--- config.mk ---
export PLATFORM = sky130hd
export DESIGN_NAME = tmds_channel_decoder
export DESIGN_NICKNAME = d
export VERILOG_FILES = /design/src/rtl/tmds_pkg.sv /design/src/rtl/tmds_symbol_decode.sv /design/src/rtl/tmds_channel_decoder.sv
export SDC_FILE = /design/constraint.sdc
export NUM_CORES = 1
export LEC_CHECK = 0
export BUFFER_PORTS_ARGS = -buffer_cell sky130_fd_sc_hd__buf_2
export CAP_MARGIN = 40
export CORE_MARGIN = 4
export CORE_UTILIZATION = 55
export CTS_BUF_LIST = sky130_fd_sc_hd__clkbuf_2
export DETAILED_ROUTE_END_ITERATION = 7
export GPL_TIMING_DRIVEN = 0
export PLACE_DENSITY = 0.74
export RECOVER_POWER = 50
export SLEW_MARGIN = 20
export SYNTH_ARGS = -nofsm -noshare
export SYNTH_HDL_FRONTEND = slang
export SYNTH_SLANG_ARGS = --single-unit
--- constraint.sdc ---
create_clock -name clk_in -period 2.8 [get_ports clk_in]
set_clock_uncertainty 0.15 [all_clocks]
set_input_delay 0.28 -clock clk_in [delete_from_list [all_inputs] [get_ports clk_in]]
set_output_delay 0.28 -clock clk_in [all_outputs]
set_load 0.05 [all_outputs]
--- src/rtl/tmds_pkg.sv ---
// Shared TMDS definitions: the four DVI control tokens and the receive alignment state.
package tmds_pkg;

  localparam logic [9:0] CTRL_TOKEN_00 = 10'b1101010100;
  localparam logic [9:0] CTRL_TOKEN_01 = 10'b0010101011;
  localparam logic [9:0] CTRL_TOKEN_10 = 10'b0101010100;
  localparam logic [9:0] CTRL_TOKEN_11 = 10'b1010101011;

  typedef enum logic {
    SEARCH = 1'b0,
    LOCKED = 1'b1
  } link_state_e;

endpackage

--- src/rtl/tmds_symbol_decode.sv ---
// Combinational TMDS symbol decode: control-token match or data byte recovery.
// Every 10-bit code yields a defined byte; non-token codes are treated as data.
module tmds_symbol_decode
  import tmds_pkg::*;
(
  input  logic [9:0] sym,
  output logic [7:0] data,
  output logic [1:0] ctrl,
  output logic       is_ctrl
);

  logic [7:0] d_pre;

  always_comb begin
    d_pre = sym[9] ? ~sym[7:0] : sym[7:0];
    data  = '0;
    data[0] = d_pre[0];
    // bit 8 selects whether the transmitter chained with XOR or XNOR
    for (int i = 1; i < 8; i++) begin
      data[i] = sym[8] ? (d_pre[i] ^ d_pre[i-1]) : ~(d_pre[i] ^ d_pre[i-1]);
    end

    is_ctrl = 1'b1;
    ctrl    = 2'b00;
    case (sym)
      CTRL_TOKEN_00: ctrl = 2'b00;
      CTRL_TOKEN_01: ctrl = 2'b01;
      CTRL_TOKEN_10: ctrl = 2'b10;
      CTRL_TOKEN_11: ctrl = 2'b11;
      default:       is_ctrl = 1'b0;
    endcase
  end

endmodule

--- src/rtl/tmds_channel_decoder.sv ---
// Per-channel TMDS receiver: bit-slip search on control-token runs, then symbol decode.
// Word sampled at edge t reaches the outputs at edge t+2; no backpressure, one word per cycle.
module tmds_channel_decoder
  import tmds_pkg::*;
#(
  parameter int CTRL_RUN     = 12,
  parameter int SLIP_TIMEOUT = 256,
  parameter int LOSS_TIMEOUT = 4096
) (
  input  logic       clk_in,
  input  logic       rst_in,
  input  logic [9:0] tmds_in,
  output logic [7:0] data_out,
  output logic [1:0] ctrl_out,
  output logic       de_out,
  output logic       locked_out,
  output logic [3:0] bit_offset_out
);

  localparam int RUN_W  = $clog2(CTRL_RUN + 1);
  localparam int SLIP_W = $clog2(SLIP_TIMEOUT);
  localparam int LOSS_W = $clog2(LOSS_TIMEOUT);
  localparam logic [RUN_W-1:0]  RUN_LAST  = RUN_W'(CTRL_RUN - 1);
  localparam logic [RUN_W-1:0]  RUN_MAX   = '1;
  localparam logic [SLIP_W-1:0] SLIP_LAST = SLIP_W'(SLIP_TIMEOUT - 1);
  localparam logic [LOSS_W-1:0] LOSS_LAST = LOSS_W'(LOSS_TIMEOUT - 1);

  link_state_e       state_q;
  logic [9:0]        prev_q;
  logic [9:0]        sym_q;
  logic [3:0]        off_q;
  logic [RUN_W-1:0]  run_q;
  logic [SLIP_W-1:0] slip_q;
  logic [LOSS_W-1:0] loss_q;
  logic [1:0]        ign_q;
  logic [7:0]        data_q;
  logic [1:0]        ctrl_q;
  logic              de_q;
  logic              locked_q;

  logic [19:0] cat;
  logic [9:0]  win_d;
  logic [7:0]  dec_data;
  logic [1:0]  dec_ctrl;
  logic        dec_is_ctrl;
  logic        lock_hit;
  logic        loss_hit;
  logic        locked_d;

  // Older word in the low half so the window slides forward in arrival order.
  always_comb begin
    cat   = {tmds_in, prev_q};
    win_d = cat[9:0];
    for (int k = 1; k < 10; k++) begin
      if (off_q == 4'(k)) win_d = cat[k +: 10];
    end
  end

  tmds_symbol_decode u_symbol_decode (
    .sym     (sym_q),
    .data    (dec_data),
    .ctrl    (dec_ctrl),
    .is_ctrl (dec_is_ctrl)
  );

  assign lock_hit = (state_q == SEARCH) && (ign_q == 2'd0) && dec_is_ctrl && (run_q == RUN_LAST);
  assign loss_hit = (state_q == LOCKED) && !dec_is_ctrl && (loss_q == LOSS_LAST);
  assign locked_d = lock_hit || ((state_q == LOCKED) && !loss_hit);

  always_ff @(posedge clk_in) begin
    if (rst_in) begin
      state_q  <= SEARCH;
      prev_q   <= '0;
      sym_q    <= '0;
      off_q    <= '0;
      run_q    <= '0;
      slip_q   <= '0;
      loss_q   <= '0;
      ign_q    <= '0;
      data_q   <= '0;
      ctrl_q   <= '0;
      de_q     <= 1'b0;
      locked_q <= 1'b0;
    end else begin
      prev_q   <= tmds_in;
      sym_q    <= win_d;
      locked_q <= locked_d;
      de_q     <= locked_d && !dec_is_ctrl;
      data_q   <= (locked_d && !dec_is_ctrl) ? dec_data : 8'd0;
      ctrl_q   <= (locked_d && dec_is_ctrl) ? dec_ctrl : 2'd0;

      case (state_q)
        SEARCH: begin
          if (lock_hit) begin
            state_q <= LOCKED;
            run_q   <= '0;
            slip_q  <= '0;
            loss_q  <= '0;
          end else if (slip_q == SLIP_LAST) begin
            // Two refill cycles: sym_q still holds the old offset, then the new one settles.
            off_q  <= (off_q == 4'd9) ? 4'd0 : off_q + 4'd1;
            slip_q <= '0;
            run_q  <= '0;
            ign_q  <= 2'd2;
          end else begin
            slip_q <= slip_q + SLIP_W'(1);
            if (ign_q != 2'd0) begin
              ign_q <= ign_q - 2'd1;
            end else if (dec_is_ctrl) begin
              run_q <= (run_q == RUN_MAX) ? run_q : run_q + RUN_W'(1);
            end else begin
              run_q <= '0;
            end
          end
        end
        LOCKED: begin
          if (dec_is_ctrl) begin
            loss_q <= '0;
          end else if (loss_hit) begin
            state_q <= SEARCH;
            loss_q  <= '0;
            run_q   <= '0;
            slip_q  <= '0;
          end else begin
            loss_q <= loss_q + LOSS_W'(1);
          end
        end
      endcase
    end
  end

  assign data_out       = data_q;
  assign ctrl_out       = ctrl_q;
  assign de_out         = de_q;
  assign locked_out     = locked_q;
  assign bit_offset_out = off_q;

endmodule
# Yosys cells after proc, flatten, opt, wreduce, memory -nomap -nowiden

Index checks and enable logic that the tools add are counted.

Bits in registers: 63
Latch bits: 0
RAM bits: 0
ROM bits: 0
Input port bits: 12
Output and inout bits: 16
Logic and storage cells: 122
Memories kept: 0

Add/sub/neg operators: 5
Multiply operators: 0
Div/mod/pow operators: 0
Magnitude comparators: 0
Equal/unequal tests: 22
Shift-type cells: 0
Mux-type cells: 43
Bitwise operators: 19
Reductions and logical operators: 21

Operators by type and width:

| cell                    | number |
|---|---|
| $mux W10                | 9 |
| $mux W8                 | 5 |
| $mux W12                | 3 |
| $mux W4                 | 8 |
| $pmux W12 S2            | 1 |
| $eq A10 B10 Y1 const B  | 2 |
| $eq A4 B3 Y1 const B    | 4 |
| $eq A4 B4 Y1 const B    | 4 |
| $pmux W8 S2             | 1 |
| $add A12 B1 Y12 const B | 1 |
| $eq A12 B12 Y1 const B  | 1 |
| $mux W1                 | 11 |
| $not A1 Y1              | 11 |
| $eq A10 B8 Y1 const B   | 1 |
| $eq A10 B9 Y1 const B   | 1 |
| $add A4 B1 Y4 const B   | 2 |
| $add A8 B1 Y8 const B   | 1 |
| $eq A4 B2 Y1 const B    | 2 |
| $eq A8 B8 Y1 const B    | 1 |
| $logic_and A1 B1 Y1     | 8 |
| $not A8 Y8              | 1 |
| $pmux W4 S2             | 1 |
| $xor A1 B1 Y1           | 7 |
| $pmux W2 S3             | 1 |
| other kinds (17)        | 23 |

# Logic depth before layout (Yosys ltp)

Depth in word-level cells: 12
Mapped depth: 9
Depth with buffers taken out: 8

# By module

From an unflattened synthesis, not the netlist that was laid out.

Cells, all modules: 487
Area total of the unflattened synthesis: 4008.8 um^2

By module, submodules not included:

| module               | instances | cells each | area each (um^2) | sequential area each (um^2) |
|---|---|---|---|---|
| tmds_channel_decoder | 1         | 462        | 3792.4           | 1261.2 |
| tmds_symbol_decode   | 1         | 25         | 216.5            | 0.0 |

# Worst setup path before layout

Ideal clock, no wire load.

Kind: reg2reg
Start: register off_q[0], in the netlist bit_offset_out[0]
End: register sym_q[9]
Library setup time: 131 ps
Arrival: 1987 ps
Data required time: 2519 ps
Path slack: 533 ps
Stages on the path, launching flop included: 7
Buffers on the path: 0
Period minus slack after synthesis: 2267 ps
Path through: dfxtp_1 > nor4b_4 > nor2b_1 > a221oi_1 > o22ai_1 > a221oi_1 > o31ai_1

Cells in the longest elaborated chain, start to end: 10
Elaborated cells between the ends (all ways): 18
Classes of those cells: eq/ne (9); mux (9)

Ends and longest elaborated chain:

| item                   | RTL line                    | text |
|---|---|---|
| start, declared        | tmds_channel_decoder.sv:31  | `logic [3:0] off_q;` |
| start signal, assigned | tmds_channel_decoder.sv:101 | `off_q <= (off_q == 4'd9) ? 4'd0 : off_q + 4'd1;` |
| $eq A4 B1 Y1           | tmds_channel_decoder.sv:55  | `if (off_q == 4'(k)) win_d = cat[k +: 10];` |
| $mux W10 (8 in a row)  | tmds_channel_decoder.sv:55  |  |
| $mux W10 *             | tmds_channel_decoder.sv:55  |  |
| end signal, assigned   | tmds_channel_decoder.sv:86  | `sym_q <= win_d;` |
| end, declared          | tmds_channel_decoder.sv:30  | `logic [9:0] sym_q;` |

Mark *: on every way between the ends. The rest lies on a longest branch, timed or not.
A chain may end at the register's enable or synchronous reset.

# Final worst setup path

Start: register off_q[0], in the netlist bit_offset_out[0]
End: register sym_q[1]

Same word-level chain as after synthesis.

==> results.yml <==
outcome:
  run_status: "complete, no violations"
floorplan:
  dieArea_um2: 8130
  coreArea_um2: 6460
  rows: 29
  dieWidth_um: 90.2
  start_util: 0.575
  fp.dieH_um: 90.2
  io_pins: 28
timing:
  finalHoldViolCount: 0
  worst_pin_slew_ps: 649
  hold-worst-slack_ps: 52.7
  finalCritPeriodShare: 0.920
  period_needed_ps: 2580
  max_slew_margin: 0.556
  maxSlewViolCount: 0
  fmax_ghz: 0.388
  setup_violations: 0
  rsz0062_at_grt: "no"
  finalSetupTns_ps: 0
place:
  port_buffers: 26
  routabilityCongestion: 1.00
  place_area_um2: 3940
  dpl.hpwl_um: 7470
critical_path:
  start_kind: "flip-flop"
  critical_path_arrival_ps: 2800
  path_cells: "nor4b_4 -> mux2i_1 -> a211oi_1 -> a2111oi_0 -> a211oi_1"
  crit_type: "reg -> reg"
  cpMaxStageDelayCell: "nor4b_4"
  slowest_delay_ps: 620
  crit_fanout: 10
  cp_common_cell: "a211oi_1"
  cp-end-kind: "flip-flop"
  required_ps: 3030
drt:
  initialDrtViolationCount: 338
  route.detailed.drc: 0
  avgRoutedWirePerCell_um: 17.7
  firstDrtPassIters: 5
  vias: 3695
  ant_nets: 0
  via_per_inst: 6.28
  wl_um: 10400
power:
  seqPwrFrac: 0.529
  p_int_w: 0.00128
  ir_worst_vdd_v: 0.000320
  p_sw_w: 0.000561
  p_comb_frac: 0.166
  powerDensity_nw_per_um2: 446
  leakage_nw: 1.55
  p_clk_frac: 0.305
  swShare: 0.305
synthesis:
  yosysUniqueCellTypes: 59
  synthCells: 459
  yosys-top-cells-area: "dfxtp_1 34%, a21oi_1 5.3%, nor2_1 5.3%"
  seq_area_frac_synth: 0.340
  yosys-top-cells-count: "63 x dfxtp_1, 52 x nor2_1, 39 x a21oi_1"
  synthArstFlopShare: 0
  synth-edff-count: 0
  yosysWarnings: 0
  synth_top_area_share: 0.340
  yosys.area.top_type: "dfxtp_1"
  syn_nets: 481
  synth_ff_type: "dfxtp_1"
  synth_most_common_cell: "dfxtp_1"
  netlist_area_um2: 3710
  synth-seq-cells: 63
  synthesis.area_per_instance_um2: 8.09
global_routing:
  grt_pass1_vias: 3447
  overflow: 0
  grt_usage: 0.259
  grt_pass1_wl_um: 17100
  grt_start_max_net_pins: 13
  antenna_found_initial: 0
clock_tree:
  cts_hold_buffers: 10
  h-tree-depth: 3
  cts.sinks: 63
  clock_latency_ps: 520
  cts_tree: "yes"
  cts_buffers: 9
  ctsResizeCount: 0
  path_clk_slew_ps: 180
  cts.path.max_buffers: 2
  cts_root_buffer: "clkbuf_2"
  cts_setup_buffers: 0
final_layout:
  design_area_um2: 4130
  fin_util: 0.639
  area_growth_pct: 11.1
  fillCellCount: 593
  n_antenna_cell: 0
  fin_nets: 528
  drive_above_1_share: 0.0998
min_path:
  min_path_type: "in -> reg"
run:
  drv_cap: 0
[path summary, 6_finish.rpt]
kind | startpoint | to | slack [ps] | cells after the start
worst min-delay path | tmds_in[8] | sym_q[9]$_SDFF_PP0_ | 50 | 4
worst max-delay path | bit_offset_out[0]$_SDFFE_PP0P_ | sym_q[1]$_SDFF_PP0_ | 220 | 5
worst min register to register | loss_q[1]$_SDFFE_PP0P_ | loss_q[1]$_SDFFE_PP0P_ | 330 | 2
worst max register to register | bit_offset_out[0]$_SDFFE_PP0P_ | sym_q[1]$_SDFF_PP0_ | 220 | 5
[flip-flops by register name, indices dropped and copies added (netlist names), 2 cells and up]
register / flops
run_q: 4
ctrl_out: 2
prev_q: 10
loss_q: 12
slip_q: 8
bit_offset_out: 4
sym_q: 10
ign_q: 2
data_out: 8
[metrics by stage]
stage | power, W | cells | setup WS (ps)
floorplan | 0.00121 | 459 | 533
global placement | 0.00127 | 562 | 409
detailed placement | 0.00128 | 562 | 337
CTS | 0.00185 | 588 | 306
global route | 0.00195 | 588 | 102
finish | 0.00184 | 588 | 223
[kinds of logic after synthesis]
family                   after synthesis  synth area share
AO/OA/AOI/OAI                        136             0.240
XOR/XNOR                              26            0.0613
adder cells (fa/ha/maj)               10            0.0337
buffers and inverters                 49            0.0556
flip-flops                            63             0.340
multiplexers                          14            0.0381
AND/OR/NAND/NOR                      161             0.231
[layout make-up]
| class | count | area (um2) | area share |
|---|---|---|---|
| multi-input cells | 347 | 2230 | 0.542 |
| flip-flops and latches | 63 | 1260 | 0.306 |
| repair buffers | 36 | 209 | 0.0507 |
| plain buffers | 33 | 146 | 0.0355 |
| well taps | 77 | 96.3 | 0.0234 |
| clock inverters | 7 | 72.6 | 0.0176 |
| inverters | 16 | 60.1 | 0.0146 |
| clock buffers | 9 | 45.0 | 0.0109 |
[routing by layer]
metal / wire length, um / share of wire / up-vias / GRT usage
met5: 0 / 0 / - / 0
met4: 344 / 0.033 / 0 / 0.117
li1: - / - / 1761 / -
met3: 941 / 0.090 / 39 / 0.0726
met1: 4510 / 0.43 / 1702 / 0.335
met2: 4620 / 0.44 / 193 / 0.401
[critical path, delay by kind of cell, from the launching register on]
| kind | cells | cell delay (ps) |
|---|---|---|
| AO/OA/AOI/OAI | 3 | 820 |
| AND/OR/NAND/NOR | 1 | 620 |
| flip-flops | 1 | 590 |
| multiplexers | 1 | 280 |
[layout by cell type, fill, tap and decap left out, drive strengths merged, types with 5 or more instances in the layout]
cell type    count
a211oi           8
nand2           21
nand2b          11
ha              10
dlygate4sd3     10
xor2            13
buf             25
a21oi           40
a22oi            6
and3            11
mux2i           13
clkbuf          43
nor2b           15
a221oi           7
o211ai           5
xnor2           13
nor3            12
o21ai           27
inv             17
o22ai            6
nand3            9
dfxtp           63
nor2            53
[power by group through the flow]
stage | logic (W) | registers [W] | clock network [W]
detailed placement | 0.000289 | 0.000991 | 0
floorplan | 0.000224 | 0.000982 | 0
CTS | 0.000302 | 0.000973 | 0.000571
finish | 0.000306 | 0.000974 | 0.000561
global route | 0.000349 | 0.000980 | 0.000616
global placement | 0.000279 | 0.000990 | 0
(Power assumes the default switching activity.)
